$ cat src/rtl/fifo_pkg.sv
// Shared definitions for the async FIFO pointer blocks: default widths and
// the Gray/binary conversions used by both the read and write sides.
package fifo_pkg;

   localparam int FIFO_ADDR_W = 5;
   localparam int FIFO_PTR_W  = FIFO_ADDR_W + 1;

   // Conversions work on a zero-extended 32-bit word so any pointer width up to 32 fits
   function automatic logic [31:0] bin2gray(input logic [31:0] bin);
      return bin ^ (bin >> 1);
   endfunction

   function automatic logic [31:0] gray2bin(input logic [31:0] gray);
      logic [31:0] bin;
      bin[31] = gray[31];
      for (int i = 30; i >= 0; i--) begin
         bin[i] = gray[i] ^ bin[i+1];
      end
      return bin;
   endfunction

endpackage

$ cat src/rtl/r_ptr_empty.sv
// Read-domain pointer and status generator for the async FIFO: advances the
// read pointer on accepted reads and derives empty/almost-empty/fill/underflow.
module r_ptr_empty
   import fifo_pkg::*;
#(
   parameter int ADDR_W    = FIFO_ADDR_W,
   parameter int AE_THRESH = 2
) (
   input  logic            rclk,
   input  logic            rrst_n,
   input  logic            r_en,
   input  logic [ADDR_W:0] g_wptr_sync,
   output logic [ADDR_W:0] b_rptr,
   output logic [ADDR_W:0] g_rptr,
   output logic [ADDR_W-1:0] raddr,
   output logic            empty,
   output logic            almost_empty,
   output logic [ADDR_W:0] r_fill,
   output logic            rd_valid,
   output logic            underflow
);

   localparam int PTR_W = ADDR_W + 1;
   localparam logic [PTR_W-1:0] AE_LIMIT = PTR_W'(AE_THRESH);

   logic             accept;
   logic [PTR_W-1:0] b_rptr_next;
   logic [PTR_W-1:0] g_rptr_next;
   logic [PTR_W-1:0] b_wptr_s;
   logic [PTR_W-1:0] fill_next;
   logic             empty_next;
   logic             almost_empty_next;

   // Empty compares against the post-read pointer so reading the last word flags empty on that edge
   always_comb begin
      accept            = r_en & ~empty;
      b_rptr_next       = b_rptr + PTR_W'(accept);
      g_rptr_next       = PTR_W'(bin2gray(32'(b_rptr_next)));
      b_wptr_s          = PTR_W'(gray2bin(32'(g_wptr_sync)));
      empty_next        = (g_rptr_next == g_wptr_sync);
      fill_next         = b_wptr_s - b_rptr_next;
      almost_empty_next = (fill_next <= AE_LIMIT);
   end

   always_ff @(posedge rclk or negedge rrst_n) begin
      if (!rrst_n) begin
         b_rptr       <= '0;
         g_rptr       <= '0;
         empty        <= 1'b1;
         almost_empty <= 1'b1;
         r_fill       <= '0;
         rd_valid     <= 1'b0;
         underflow    <= 1'b0;
      end else begin
         b_rptr       <= b_rptr_next;
         g_rptr       <= g_rptr_next;
         empty        <= empty_next;
         almost_empty <= almost_empty_next;
         r_fill       <= fill_next;
         rd_valid     <= accept;
         if (r_en && empty) begin
            underflow <= 1'b1;
         end
      end
   end

   assign raddr = b_rptr[ADDR_W-1:0];

endmodule

$ cat config.mk
export PLATFORM = sky130hd
export DESIGN_NAME = r_ptr_empty
export DESIGN_NICKNAME = d
export VERILOG_FILES = /design/src/rtl/fifo_pkg.sv /design/src/rtl/r_ptr_empty.sv
export SDC_FILE = /design/constraint.sdc
export NUM_CORES = 1
export LEC_CHECK = 0
export CAP_MARGIN = 40
export CORE_MARGIN = 1.5
export CORE_UTILIZATION = 45
export DETAILED_ROUTE_END_ITERATION = 16
export GPL_ROUTABILITY_DRIVEN = 0
export PLACE_DENSITY = 0.72
export SLEW_MARGIN = 10
export SYNTH_ARGS = -nofsm -noshare
export SYNTH_HDL_FRONTEND = slang
export SYNTH_SLANG_ARGS = --single-unit
$ cat constraint.sdc
create_clock -name rclk -period 7.1 [get_ports rclk]
set_clock_uncertainty 0.1 [all_clocks]
set_input_delay 1.775 -clock rclk [delete_from_list [all_inputs] [get_ports rclk]]
set_output_delay 1.775 -clock rclk [all_outputs]
set_load 0.03 [all_outputs]
==> results of run 1 <==
-- sequential cells by signal (all words and copies together) (netlist names) --
register / cells
r_fill: 6
b_rptr: 6
rd_valid: 1
almost_empty: 1
underflow: 1
empty: 1
g_rptr: 5
-- cells in the final DEF (no fill, tap or decap), types with 3 or more instances in the layout --
| cell type | count |
|---|---|
| clkdlybuf4s50_1 | 35 |
| dfrtp_1 | 19 |
| xnor2_1 | 16 |
| inv_1 | 9 |
| xor2_1 | 7 |
| nand3_1 | 5 |
| nor2_1 | 4 |
| ha_1 | 4 |
| xnor2_2 | 3 |
| nor2b_1 | 3 |
| o21ai_0 | 3 |
| a21oi_1 | 3 |
| nor3_1 | 3 |
| a211oi_1 | 3 |
| nand2_1 | 3 |
| o31ai_1 | 3 |
| clkbuf_4 | 3 |
-- stage by stage --
stage | cells | setup slack [ns] | cell area (um^2) | hold WS [ns] | util (%)
floorplan | 124 | 2.14 | 1350 | 0.502 | -
global placement | 182 | 1.58 | 1680 | 0.340 | 59.8
detailed placement | 183 | 1.45 | 1690 | 0.355 | 60.3
CTS | 187 | 1.76 | 1720 | 0.382 | 61.3
global route | 187 | 1.59 | 1720 | 0.402 | 61.3
finish | 187 | 1.74 | 1720 | 0.377 | 61.3
-- per-layer routing --
metal	up-vias	GRT usage [%]	share of wire, %
li1	489	-	-
met1	501	25.3	43
met2	27	32.3	51
met3	5	1.79	4.4
met4	0	7.97	1.7
met5	-	0	0
-- how the worst min path moves through the flow --
stage                      to  cells after the start
floorplan            rd_valid                      1
global placement    underflow                      1
detailed placement  underflow                      1
CTS                 underflow                      1
global route        underflow                      1
finish              underflow                      1
-- worst register-to-register path, cell delays in order, from the launching register on --
cell	delay, ns
dfstp_2	0.56
nor2b_1	0.06
ha_1	0.24
ha_1	0.44
inv_1	0.08
ha_1	0.28
nor2b_1	0.19
o21ai_0	0.53
and4_1	0.29
nor4_1	0.07
or4_1	0.49
a22oi_2	0.15
-- cell type report --
cell class,count,area (um^2)
clock buffers,3,22.5
clock inverters,1,5.00
fillers,258,1090
inverters,10,40.0
multi-input cells,85,719
flip-flops and latches,21,528
well taps,31,38.8
repair buffers,36,365
-- cells by family (layout without fill, tap and decap cells) --
group	Yosys count	after routing	synth area share (%)
flip-flops	21	21	39.3
AND/OR/NAND/NOR	31	31	13.5
XOR/XNOR	28	28	22.7
multiplexers	1	1	0.837
buffers and inverters	18	50	7.26
adder cells (fa/ha/maj)	7	7	6.88
AO/OA/AOI/OAI	18	18	9.58
==> impl_metrics.ini, run 1 <==
[grt]
overflow = 0
first_global_vias = 1040
grt_start_max_net_pins = 17
antenna_found_initial = 0
grt_first_pass_wirelength_um = 4800
grt.total_usage_pct = 19.1

[synth]
yosysSeqAreaShare_pct = 39.3
synth_top_area_share_pct = 35.3
synth.area.top_cells = dfrtp_1, xnor2_1, xor2_1, xnor2_4, buf_4
ys_types = 39
synth_commonest_cells = dfrtp_1, xnor2_1, inv_1
synth_area_um2 = 1350
syn_inst = 124
post-synth-top-area-cell = dfrtp_1
ys_warn_count = 0
ys_ff_latch = 21
synth-edff-count = 0
post-synth-top-count-cell = dfrtp_1
syn-num-nets = 138
synth-main-ff-cell = dfrtp_1
synthArstFlopShare_pct = 100
syn_avg_cell_area_um2 = 10.8

[clock_tree]
cts_max_level = 1
clock_latency_ns = 0.30
cts.path.max_buffers = 2
clock-sinks = 21
postCtsSetupBuffers = 0
cts_resized = 0
cts_hold_buf = 0
numCtsBuffers = 3
cts_root_buffer = clkbuf_4
cts_tree = yes
path_clk_slew_ns = 0.11

[critical_path]
critPathSlowestCell = clkdlybuf4s50_1
path_delay_family = XOR/XNOR gates
startpoint_type = input port
max_stage_delay_ns = 0.58
worstRegToRegCells = 11
startpoint = g_wptr_sync[3]
required_ns = 7.24
cp_num_cells = 11
crit_path_end = almost_empty
cp-end-kind = register
critPathKind = input port to register
path_common_cell = xor2_1
r2r_end = almost_empty
rr_startpoint = empty
critPathBufInv = 1
critPathArrivalTime_ns = 5.50
path_cells = clkdlybuf4s50_1 -> xnor2_1 -> xnor2_4 -> xor2_1 -> xor2_1 -> ha_1 -> fa_1 -> maj3_2 -> o311a_1 -> or4b_1 -> a22oi_2
worstPathMaxFanout = 8
reg2reg_slack_ns = 3.57

[finish]
synthToLayoutAreaGrowth_pct = 27.8
antenna_cells = 0
nNetsFinal = 171
drive_above_1_share_pct = 11.5

[timing]
worst_slew_pin_slew_ns = 0.715
slew_headroom_pct = 52.0
finalCriticalPeriod_ns = 5.36
fmax_mhz = 187
hold_violations = 0
slew_viol_final = 0
finalCritPeriodShare_pct = 75.5
setup_tns_ns = 0
setup_viol = 0
rsz0062_at_grt = no

[routing]
first_iter_violations = 37
drt-total-wl_um = 2850
drc = 6
vias_per_cell = 5.47
firstDrtPassIters = 10
routedWlPerCell_um = 15.2
detail-route-antenna-nets = 0
num_vias = 1022

[hold_path]
min_from = underflow
hold_class = register to register

[die]
io_pins = 36
die_w_um = 57.7
fp.coreArea_um2 = 2810
num_rows = 19
start_util_pct = 47.9
die_area_um2 = 3330
die_y_um = 57.7

[run_status]
violations = DRC
outcome = finished, violations left

[placed_design]
port_buffers = 35
hpwl_um = 2300

[flow_run]
max_cap_viol_count = 0
Power of run 1 is left out: the tool's default activity adds up to more than one toggle a clock period on the data nets, which glitch-free logic cannot reach.
==> inputs of run 2 (changes only) <==
==> constraint.sdc (replaced) <==
create_clock -name rclk -period 5.1 [get_ports rclk]
set_clock_uncertainty 0.1 [all_clocks]
set_input_delay 1.275 -clock rclk [delete_from_list [all_inputs] [get_ports rclk]]
set_output_delay 1.275 -clock rclk [all_outputs]
set_load 0.03 [all_outputs]
==> impl_metrics.ini, run 2 (synthesis results as in run 1) <==
[timing]
worst_slack_ns = 0.339
worst_slew_pin_slew_ns = 0.686
finalCriticalPeriod_ns = 4.76
setup_viol = 0
slew_viol_final = 0
setup_tns_ns = 0
finalCritPeriodShare_pct = 93.4
hold_violations = 0
fmax_mhz = 210
rsz0062_at_grt = no
slew_headroom_pct = 54.0

[finish]
antenna_cells = 0
drive_above_1_share_pct = 12.0
nNetsFinal = 173
instances_no_fill = 189
multiInputGateArea_um2 = 719
layout_commonest_cell = clkdlybuf4s50_1
synthToLayoutAreaGrowth_pct = 28.8
regArea_um2 = 528
reg.largest.list = b_rptr (6), r_fill (6), g_rptr (5)
post-route-util_pct = 61.8
layout_common_cells = clkdlybuf4s50_1, dfrtp_1, xnor2_1
fill_cells = 253

[hold_path]
hold_class = register to register
worstHoldPathCells = 1

[die]
io_pins = 36
start_util_pct = 47.9
die_w_um = 57.7
fp.coreArea_um2 = 2810
die_y_um = 57.7
num_rows = 19
die_area_um2 = 3330

[critical_path]
critPathBufInv = 3
worstRegToRegCells = 11
max_stage_delay_ns = 0.52
critPathArrivalTime_ns = 4.90
startpoint_type = input port
path_cells = clkdlybuf4s50_1 -> xnor2_2 -> xnor2_4 -> xor2_1 -> buf_4 -> inv_1 -> ha_1 -> nor2b_1 -> o21ai_0 -> and4_1 -> nor4_1 -> or4_1 -> a22oi_2
cp-end-kind = register
critPathKind = input port to register
path_delay_family = simple AND/OR/NAND/NOR gates
cp_num_cells = 13
critPathSlowestCell = o21ai_0
worstPathMaxFanout = 6
required_ns = 5.24

[clock_tree]
clock-sinks = 21
cts_root_buffer = clkbuf_4
cts_hold_buf = 0
cts_max_level = 1
numCtsBuffers = 3
cts_tree = yes
cts.path.max_buffers = 2
path_clk_slew_ns = 0.11
clock_latency_ns = 0.30
cts_resized = 0
postCtsSetupBuffers = 0

[routing]
first_iter_violations = 31
num_vias = 1023
routedWlPerCell_um = 14.5
detail-route-antenna-nets = 0
firstDrtPassIters = 10
drt-total-wl_um = 2740
drc = 6
vias_per_cell = 5.41

[placed_design]
port_buffers = 35
place_inst = 185
hpwl_um = 2200
pre_cts_slack_ns = 0.0784

[grt]
grt_first_pass_wirelength_um = 4770
first_global_vias = 1017
grt_start_max_net_pins = 17
overflow = 0
antenna_found_initial = 0
grt.total_usage_pct = 18.6

[run_status]
violations = DRC
outcome = finished, violations left

[flow_run]
max_cap_viol_count = 0
[run 2: routing by layer]
metal,vias to the layer above,part of all wire [%],track usage [%]
met5,-,0,0
met4,0,2.0,7.97
met3,6,4.3,1.56
met2,33,48,30.7
met1,488,46,25.3
li1,496,-,-
[run 2: worst paths after layout]
| check | start | end | slack, ns |
|---|---|---|---|
| max in group asynchronous | rrst_n | almost_empty | 3.29 |
| setup reg to reg | empty | almost_empty | 1.54 |
| hold / removal | underflow | underflow | 0.36 |
| hold reg to reg | underflow | underflow | 0.36 |
| min in group asynchronous | rrst_n | g_rptr[3] | 1.12 |
| setup / recovery | g_wptr_sync[5] | almost_empty | 0.34 |
[run 2: final cells by class]
| class | instances | share of cell area (%) |
|---|---|---|
| Sequential cell | 21 | 30.5 |
| Inverter | 10 | 2.31 |
| Multi-Input combinational cell | 85 | 41.5 |
| Timing Repair Buffer | 38 | 21.9 |
| Tap cell | 31 | 2.24 |
| Clock buffer | 4 | 1.52 |
[run 2: metrics by stage]
step,hold slack (ns),cell area [um^2]
after floorplan,0.502,1350
after global placement,0.339,1690
after detailed placement,0.344,1710
after CTS,0.371,1730
after global routing,0.385,1730
final,0.363,1730
Power of run 2 is left out for the same reason.
==> inputs of run 3 (changes only) <==
--- a/config.mk
+++ b/config.mk
@@ -8,6 +8,7 @@
 export CAP_MARGIN = 40
 export CORE_MARGIN = 1.5
 export CORE_UTILIZATION = 45
+export CTS_BUF_LIST = sky130_fd_sc_hd__clkbuf_16
 export DETAILED_ROUTE_END_ITERATION = 16
 export GPL_ROUTABILITY_DRIVEN = 0
 export PLACE_DENSITY = 0.72
==> impl_metrics.ini, run 3 (synthesis results as in run 1) <==
[routing]
drc = 6
num_vias = 1007
detail-route-antenna-nets = 0
routedWlPerCell_um = 14.9
first_iter_violations = 36
firstDrtPassIters = 10
drt-total-wl_um = 2820
vias_per_cell = 5.33

[critical_path]
r2r_end = almost_empty
cp-end-kind = register
critPathKind = input port to register
max_stage_delay_ns = 0.57
startpoint_type = input port
path_cells = clkdlybuf4s50_1 -> xnor2_2 -> xnor2_4 -> xor2_1 -> buf_4 -> inv_1 -> ha_1 -> nor2b_1 -> o21ai_0 -> and4_1 -> nor4_1 -> or4_1 -> a22oi_2
startpoint = g_wptr_sync[5]
cp_num_cells = 13
required_ns = 5.18
path_delay_family = simple AND/OR/NAND/NOR gates
critPathSlowestCell = o21ai_0
worstPathMaxFanout = 6
critPathArrivalTime_ns = 4.96
reg2reg_slack_ns = 1.50
crit_path_end = almost_empty
rr_startpoint = empty
critPathBufInv = 3
worstRegToRegCells = 11

[timing]
hold_violations = 0
finalCritPeriodShare_pct = 95.7
setup_viol = 0
slew_viol_final = 0
finalCriticalPeriod_ns = 4.88
worst_slew_pin_slew_ns = 0.695
fmax_mhz = 205
slew_headroom_pct = 53.2
rsz0062_at_grt = no
setup_tns_ns = 0

[grt]
first_global_vias = 1039
grt.total_usage_pct = 19.3
overflow = 0
antenna_found_initial = 0
grt_start_max_net_pins = 17
grt_first_pass_wirelength_um = 4930

[clock_tree]
cts_tree = yes
clock-sinks = 21
cts_hold_buf = 0
cts_max_level = 1
postCtsSetupBuffers = 0
cts_resized = 0
path_clk_slew_ns = 0.05
clock_latency_ns = 0.25
cts_root_buffer = clkbuf_16
cts.path.max_buffers = 2
numCtsBuffers = 3

[finish]
drive_above_1_share_pct = 12.0
post-route-util_pct = 63.6
layout_commonest_cell = clkdlybuf4s50_1
synthToLayoutAreaGrowth_pct = 32.7
reg.largest.list = b_rptr (6), r_fill (6), g_rptr (5)
layout_common_cells = clkdlybuf4s50_1, dfrtp_1, xnor2_1
antenna_cells = 0
final_area_um2 = 1790
nNetsFinal = 173

[run_status]
outcome = finished, violations left
violations = DRC

[placed_design]
hpwl_um = 2200
port_buffers = 35
dpl_cell_area_um2 = 1710

[die]
io_pins = 36
fp.coreArea_um2 = 2810
num_rows = 19
die_y_um = 57.7
die_w_um = 57.7
die_area_um2 = 3330
start_util_pct = 47.9

[hold_path]
hold_class = register to register

[flow_run]
max_cap_viol_count = 0
## run 3: cell count changes in the layout (fill, tap and decap cells not counted), sizes merged
cell    previous run  this run
inv               10        11
clkbuf             4         3
## run 3: area by class of cell
type / count / area, um^2
multi-input combinational: 85 / 719
timing repair buffer: 38 / 380
sequential: 21 / 528
tap: 31 / 38.8
inverter: 10 / 40.0
clock buffer: 3 / 75.1
clock inverter: 1 / 3.75
fill: 244 / 1020
## run 3: worst min-delay path by stage
stage,from,endpoint,slack (ns),depth (start not counted)
4_1_cts,underflow,underflow,0.36,1
3_3_place_gp,underflow,underflow,0.34,1
6_report,underflow,underflow,0.35,1
5_1_grt,underflow,underflow,0.37,1
2_1_floorplan,empty,rd_valid,0.50,1
3_5_place_dp,underflow,underflow,0.34,1
## run 3: through the flow
stage	std cells	hold slack (ns)	setup WS, ns
floorplan	124	0.502	0.637
global placement	184	0.339	0.220
detailed placement	185	0.344	0.0784
CTS	189	0.356	0.222
global route	189	0.369	0.00482
finish	189	0.349	0.219
## run 3: routing by layer
layer,up-vias,GRT usage (%),part of all wire (%)
li1,494,-,-
met1,483,25.7,45
met2,28,32.6,50
met3,2,1.56,4.6
met4,0,7.97,0.99
met5,-,0,0
Power of run 3 is left out for the same reason.
